--- src/rtl/kd_tree_pkg.sv ---
// Shared definitions for the KD-tree block: default widths reused by the
// controller, the internal nodes and the tree top level, plus the controller
// state encoding.
package kd_tree_pkg;

  localparam int unsigned DATA_WIDTH    = 55;  // 5 x 11-bit patch components
  localparam int unsigned STORAGE_WIDTH = 22;  // node configuration word
  localparam int unsigned NUM_NODES     = 15;  // depth-4 tree

  typedef enum logic [1:0] {
    StIdle,
    StLoad,
    StRun,
    StDrain
  } kd_state_e;

endpackage

--- src/rtl/kd_tree_node_ctrl_onehot_decoder.sv ---
// onehot_decoder: turns a node index plus a write strobe into a one-hot
// write-enable vector. The output is all-zero when the strobe is low, and at
// most one bit is ever set.
// Ports:
//   idx_i     node index to enable
//   strobe_i  write strobe
//   onehot_o  one-hot enable, NUM_NODES wide
module onehot_decoder #(
  parameter int unsigned NUM_NODES = 15,
  parameter int unsigned IDX_WIDTH = 6
) (
  input  logic [IDX_WIDTH-1:0] idx_i,
  input  logic                 strobe_i,
  output logic [NUM_NODES-1:0] onehot_o
);

  always_comb begin
    onehot_o = '0;
    for (int unsigned i = 0; i < NUM_NODES; i++) begin
      onehot_o[i] = strobe_i && (idx_i == IDX_WIDTH'(i));
    end
  end

endmodule

--- src/rtl/kd_tree_node_ctrl.sv ---
// kd_tree_node_ctrl: loads the internal nodes of one KD-tree from a
// breadth-first stream of configuration words, then gates query patches to
// the root node. A reload request drains in-flight patches for DRAIN_CYCLES
// before any node is rewritten.
// Ports:
//   clk_i, rst_i            clock, asynchronous active-high reset
//   start_load_i            (re)load request pulse
//   cfg_valid_i/cfg_data_i  configuration word stream; cfg_ready_o accepts
//   node_wen_o/node_wdata_o one-hot node write enable and shared write data
//   patch_in_valid_i/patch_in_i  query patch; patch_in_ready_o accepts
//   root_valid_o/root_patch_o    patch forwarded to the root node
//   loaded_o                tree fully configured (RUN)
//   busy_o                  loading or draining
module kd_tree_node_ctrl #(
  parameter int unsigned DATA_WIDTH    = kd_tree_pkg::DATA_WIDTH,
  parameter int unsigned STORAGE_WIDTH = kd_tree_pkg::STORAGE_WIDTH,
  parameter int unsigned NUM_NODES     = kd_tree_pkg::NUM_NODES,
  parameter int unsigned DRAIN_CYCLES  = 4,
  parameter int unsigned IDX_WIDTH     = 6
) (
  input  logic                     clk_i,
  input  logic                     rst_i,
  input  logic                     start_load_i,
  input  logic                     cfg_valid_i,
  input  logic [STORAGE_WIDTH-1:0] cfg_data_i,
  output logic                     cfg_ready_o,
  output logic [NUM_NODES-1:0]     node_wen_o,
  output logic [STORAGE_WIDTH-1:0] node_wdata_o,
  input  logic                     patch_in_valid_i,
  input  logic [DATA_WIDTH-1:0]    patch_in_i,
  output logic                     patch_in_ready_o,
  output logic                     root_valid_o,
  output logic [DATA_WIDTH-1:0]    root_patch_o,
  output logic                     loaded_o,
  output logic                     busy_o
);

  import kd_tree_pkg::*;

  localparam int unsigned          CntWidth  = $clog2(DRAIN_CYCLES + 1);
  localparam logic [IDX_WIDTH-1:0] LastIdx   = IDX_WIDTH'(NUM_NODES - 1);
  localparam logic [CntWidth-1:0]  DrainInit = CntWidth'(DRAIN_CYCLES);
  localparam logic [CntWidth-1:0]  DrainLast = CntWidth'(1);

  kd_state_e                state_q;
  logic [IDX_WIDTH-1:0]     node_idx_q;
  logic [CntWidth-1:0]      drain_cnt_q;
  logic                     wr_strobe_q;
  logic [IDX_WIDTH-1:0]     wr_idx_q;
  logic [STORAGE_WIDTH-1:0] wdata_q;
  logic                     root_valid_q;
  logic [DATA_WIDTH-1:0]    root_patch_q;
  logic                     loaded_q;
  logic                     busy_q;

  logic cfg_ready;
  logic patch_ready;
  logic cfg_hs;
  logic patch_hs;

  // Ready signals depend only on state and start_load, never on the valids.
  // A reload request in RUN blocks the patch arriving in the same cycle.
  always_comb begin
    cfg_ready   = (state_q == StLoad);
    patch_ready = (state_q == StRun) && !start_load_i;
    cfg_hs      = cfg_valid_i && cfg_ready;
    patch_hs    = patch_in_valid_i && patch_ready;
  end

  always_ff @(posedge clk_i or posedge rst_i) begin
    if (rst_i) begin
      state_q      <= StIdle;
      node_idx_q   <= '0;
      drain_cnt_q  <= '0;
      wr_strobe_q  <= 1'b0;
      wr_idx_q     <= '0;
      wdata_q      <= '0;
      root_valid_q <= 1'b0;
      root_patch_q <= '0;
      loaded_q     <= 1'b0;
      busy_q       <= 1'b0;
    end else begin
      // Node write is issued one cycle after the handshake, so the index that
      // was just accepted is captured separately from the running counter.
      wr_strobe_q  <= cfg_hs;
      root_valid_q <= patch_hs;
      if (cfg_hs) begin
        wr_idx_q <= node_idx_q;
        wdata_q  <= cfg_data_i;
      end
      if (patch_hs) begin
        root_patch_q <= patch_in_i;
      end

      case (state_q)
        StIdle: begin
          if (start_load_i) begin
            state_q    <= StLoad;
            node_idx_q <= '0;
            busy_q     <= 1'b1;
          end
        end
        StLoad: begin
          if (cfg_hs) begin
            if (node_idx_q == LastIdx) begin
              state_q    <= StRun;
              node_idx_q <= '0;
              loaded_q   <= 1'b1;
              busy_q     <= 1'b0;
            end else begin
              node_idx_q <= node_idx_q + 1'b1;
            end
          end
        end
        StRun: begin
          if (start_load_i) begin
            state_q     <= StDrain;
            drain_cnt_q <= DrainInit;
            loaded_q    <= 1'b0;
            busy_q      <= 1'b1;
          end
        end
        StDrain: begin
          if (drain_cnt_q == DrainLast) begin
            state_q     <= StLoad;
            node_idx_q  <= '0;
            drain_cnt_q <= '0;
          end else begin
            drain_cnt_q <= drain_cnt_q - 1'b1;
          end
        end
        default: begin
          state_q  <= StIdle;
          loaded_q <= 1'b0;
          busy_q   <= 1'b0;
        end
      endcase
    end
  end

  onehot_decoder #(
    .NUM_NODES(NUM_NODES),
    .IDX_WIDTH(IDX_WIDTH)
  ) u_onehot_decoder (
    .idx_i   (wr_idx_q),
    .strobe_i(wr_strobe_q),
    .onehot_o(node_wen_o)
  );

  assign cfg_ready_o      = cfg_ready;
  assign patch_in_ready_o = patch_ready;
  assign node_wdata_o     = wdata_q;
  assign root_valid_o     = root_valid_q;
  assign root_patch_o     = root_patch_q;
  assign loaded_o         = loaded_q;
  assign busy_o           = busy_q;

endmodule

--- config.mk ---
export PLATFORM = sky130hd
export DESIGN_NAME = kd_tree_node_ctrl
export DESIGN_NICKNAME = d
export VERILOG_FILES = /design/src/rtl/kd_tree_pkg.sv /design/src/rtl/kd_tree_node_ctrl_onehot_decoder.sv /design/src/rtl/kd_tree_node_ctrl.sv
export SDC_FILE = /design/constraint.sdc
export NUM_CORES = 1
export LEC_CHECK = 0
export ABC_AREA = 1
export CAP_MARGIN = 20
export CORE_MARGIN = 3
export CORE_UTILIZATION = 43
export CTS_BUF_LIST = sky130_fd_sc_hd__clkbuf_16
export DETAILED_ROUTE_END_ITERATION = 6
export PLACE_DENSITY_LB_ADDON = 0.05
export SLEW_MARGIN = 30
export SYNTH_ARGS = -nofsm -noshare
export SYNTH_HDL_FRONTEND = slang
export SYNTH_HIERARCHICAL = 1
export SYNTH_SLANG_ARGS = --single-unit
export TNS_END_PERCENT = 100
--- constraint.sdc ---
create_clock -name clk_i -period 4.28 [get_ports clk_i]
set_clock_uncertainty 0.05 [all_clocks]
set_input_delay 0.856 -clock clk_i [delete_from_list [all_inputs] [get_ports clk_i]]
set_output_delay 0.856 -clock clk_i [all_outputs]
set_load 0.02 [all_outputs]
==> impl_metrics.yaml <==
worst_setup_path:
  r2r_start: "state_q[0]"
  critPathRequiredTime_ns: 3.37
  r2r_cells: 8
  crit_path_start_kind: "input port"
  critPathKind: "in2out"
  cp.arrival_ns: 2.10
  timing.rr.end: "root_patch_o[33]"
  crit_path_max_fanout: 3
  critPathLaunch: "start_load_i"
  r2r_slack_ns: 2.24
  endpoint_kind: "output pin"
logic_synthesis:
  synthTopCellsByArea: "dfrtp_1, nand2_1, ha_1"
  syn_avg_cell_area_um2: 8.19
  synth_top_area_share_pct: 57.2
  ys_top_cells_by_count: "nand2_1, dfrtp_1, inv_1, nor2_1"
  synth-edff-count: 0
  synth_most_common_cell: "nand2_1"
  postSynth.asyncResetShare_pct: 100
  syn_area_mm2: 0.00429
  synthesis.nets: 614
  ys.flop_type: "dfrtp_1"
  synth_seq_area_share_pct: 57.2
  synth_top_area_cell: "dfrtp_1"
  syn_inst: 523
  synth_warnings: 6
  ys_ff_latch: 98
  synth_cell_type_count: 19
timing:
  slew_headroom_pct: 39.7
  finalSetupViolCount: 0
  hold_viol_final: 0
  slew_viol_final: 0
  rsz0062_at_grt: "false"
  setup_tns_ns: 0
  layout_min_cycle_time_ns: 3.01
  final.setup.worst_slack_ns: 1.27
  tightest_slew_ns: 0.904
  hold_slack_ns: 0.428
  finalCritPeriodShare_pct: 70.3
  fmax_ghz: 0.332
route:
  wl_um: 11200
  route.detailed.drc: 0
  drtIter0Drc: 143
  post_drt_via_cell_ratio: 4.65
  firstDrtPassIters: 4
  via_count: 3853
  wl_per_cell_um: 13.5
  detail-route-antenna-nets: 0
cells_and_area:
  area_growth_syn_to_layout_pct: 48.9
  design_area_mm2: 0.00638
  nets: 787
  fillers: 765
  drive_gt1_share_pct: 4.57
  num_antenna_cells: 0
worst_hold_path:
  hp-class: "reg2reg"
  min_from: "root_patch_o[40]"
  hold_depth: 2
  min_to: "root_patch_o[40]"
clock_tree:
  cts_inserted_buffers: 9
  cts_setup_buffers: 0
  cts_htree_levels: 3
  cts_resized: 0
  cts_buffer_depth: 2
  ctsHoldBuffers: 0
  clock_latency_ns: 0.33
  path_clk_slew_ns: 0.06
  cts_sinks: 98
  cts_root_buf: "clkbuf_16"
  cts_tree: "yes"
power_and_ir_drop:
  powerDensity_mw_per_mm2: 677
  power.internal_mw: 2.62
  clock_power_share_pct: 16.9
  p_seq_share_pct: 35.4
  power.share.combinational_pct: 47.7
  swShare_pct: 39.5
  p_sw_mw: 1.71
  ir_drop_mv: 0.346
  leakagePower_nw: 3.14
status:
  status: "completed"
global_routing:
  grt_pass1_wl_um: 18700
  grt_antenna_before_repair: 0
  grt_overflow: 0
  grt_usage_pct: 20.6
  grt_max_degree: 60
  grt_pass1_vias: 3786
floorplan:
  start_util_pct: 45.3
  row_count: 35
  coreArea_mm2: 0.00946
  ios: 179
  dieArea_mm2: 0.0112
  fp.dieH_um: 106
  die_w_um: 106
placed_design:
  placed_area_mm2: 0.00611
  pre_cts_slack_ns: 1.27
  gp_congestion: 0.798
  io_buffers: 178
  post-dp-hpwl_um: 8280
run:
  cap_violations: 0
final cells by class:
class | instances | area (um^2) | area share, %
Multi-Input combinational cell | 374 | 1570 | 24.6
Sequential cell | 98 | 2450 | 38.4
Clock buffer | 9 | 225 | 3.53
Inverter | 31 | 119 | 1.86
Timing Repair Buffer | 182 | 1810 | 28.4
Clock inverter | 6 | 43.8 | 0.686
Tap cell | 129 | 161 | 2.53
cells in the final DEF, fill, tap and decap left out, drive strengths merged:
master / n
o22ai: 1
nor2: 33
clkinvlp: 3
dfrtp: 98
clkbuf: 9
nand2: 300
clkinv: 2
xor2: 1
nand3: 12
buf: 4
ha: 9
o21ai: 12
inv: 32
a21oi: 1
clkdlybuf4s50: 178
nor3b: 1
nand4: 4
how the worst max path moves through the flow:
stage,cells after the start,endpoint,slack (ns)
after global placement,3,patch_in_ready_o,1.30
final,3,patch_in_ready_o,1.27
after detailed placement,3,patch_in_ready_o,1.27
after CTS,3,patch_in_ready_o,1.26
after floorplan,1,busy_o,0.81
after global routing,3,patch_in_ready_o,1.24
kinds of logic (layout without fill, tap and decap cells):
logic type | after synthesis | in the layout | share of synthesized area, %
adders and majority gates | 9 | 9 | 2.63
buffers and inverters | 51 | 228 | 6.19
and+or+nand+nor | 350 | 350 | 32.1
xor gates and xnor gates | 1 | 1 | 0.204
AOI/OAI and AO/OA | 14 | 14 | 1.66
DFF | 98 | 98 | 57.2
worst max-delay path: stages:
cell and delay [ns]:
clkdlybuf4s50_1 0.47, nor2_4 0.16, clkdlybuf4s50_1 0.62
power groups by stage:
stage	Combinational (mW)	Clock [mW]	Sequential, mW
5_1_grt	2.24	0.790	1.58
2_1_floorplan	0.697	0	1.95
4_1_cts	2.09	0.755	1.53
6_report	2.06	0.729	1.53
3_5_place_dp	2.08	0	1.54
3_3_place_gp	2.04	0	1.52
sequential cells by signal, indices dropped and copies added (netlist names):
name	cells
wr_idx_q	6
root_patch_o	55
state_q	2
root_valid_o	1
node_wdata_o	22
drain_cnt_q	3
node_idx_q	6
wr_strobe_q	1
loaded_o	1
busy_o	1
metrics by stage:
| stage | power [mW] | utilization, % | std cells |
|---|---|---|---|
| 4_1_cts | 4.38 | 67.5 | 829 |
| 2_1_floorplan | 2.64 | - | 523 |
| 3_5_place_dp | 3.62 | 64.6 | 814 |
| 3_3_place_gp | 3.57 | 64.6 | 814 |
| 5_1_grt | 4.62 | 67.5 | 829 |
| 6_report | 4.32 | 67.5 | 829 |
routing by layer:
layer	global-route usage, %	wire (um)
met1	26.5	4920
met2	33.7	5270
met3	5.14	776
met4	7.49	255
met5	0	0
No activity file was read; power rests on OpenSTA's default activity.
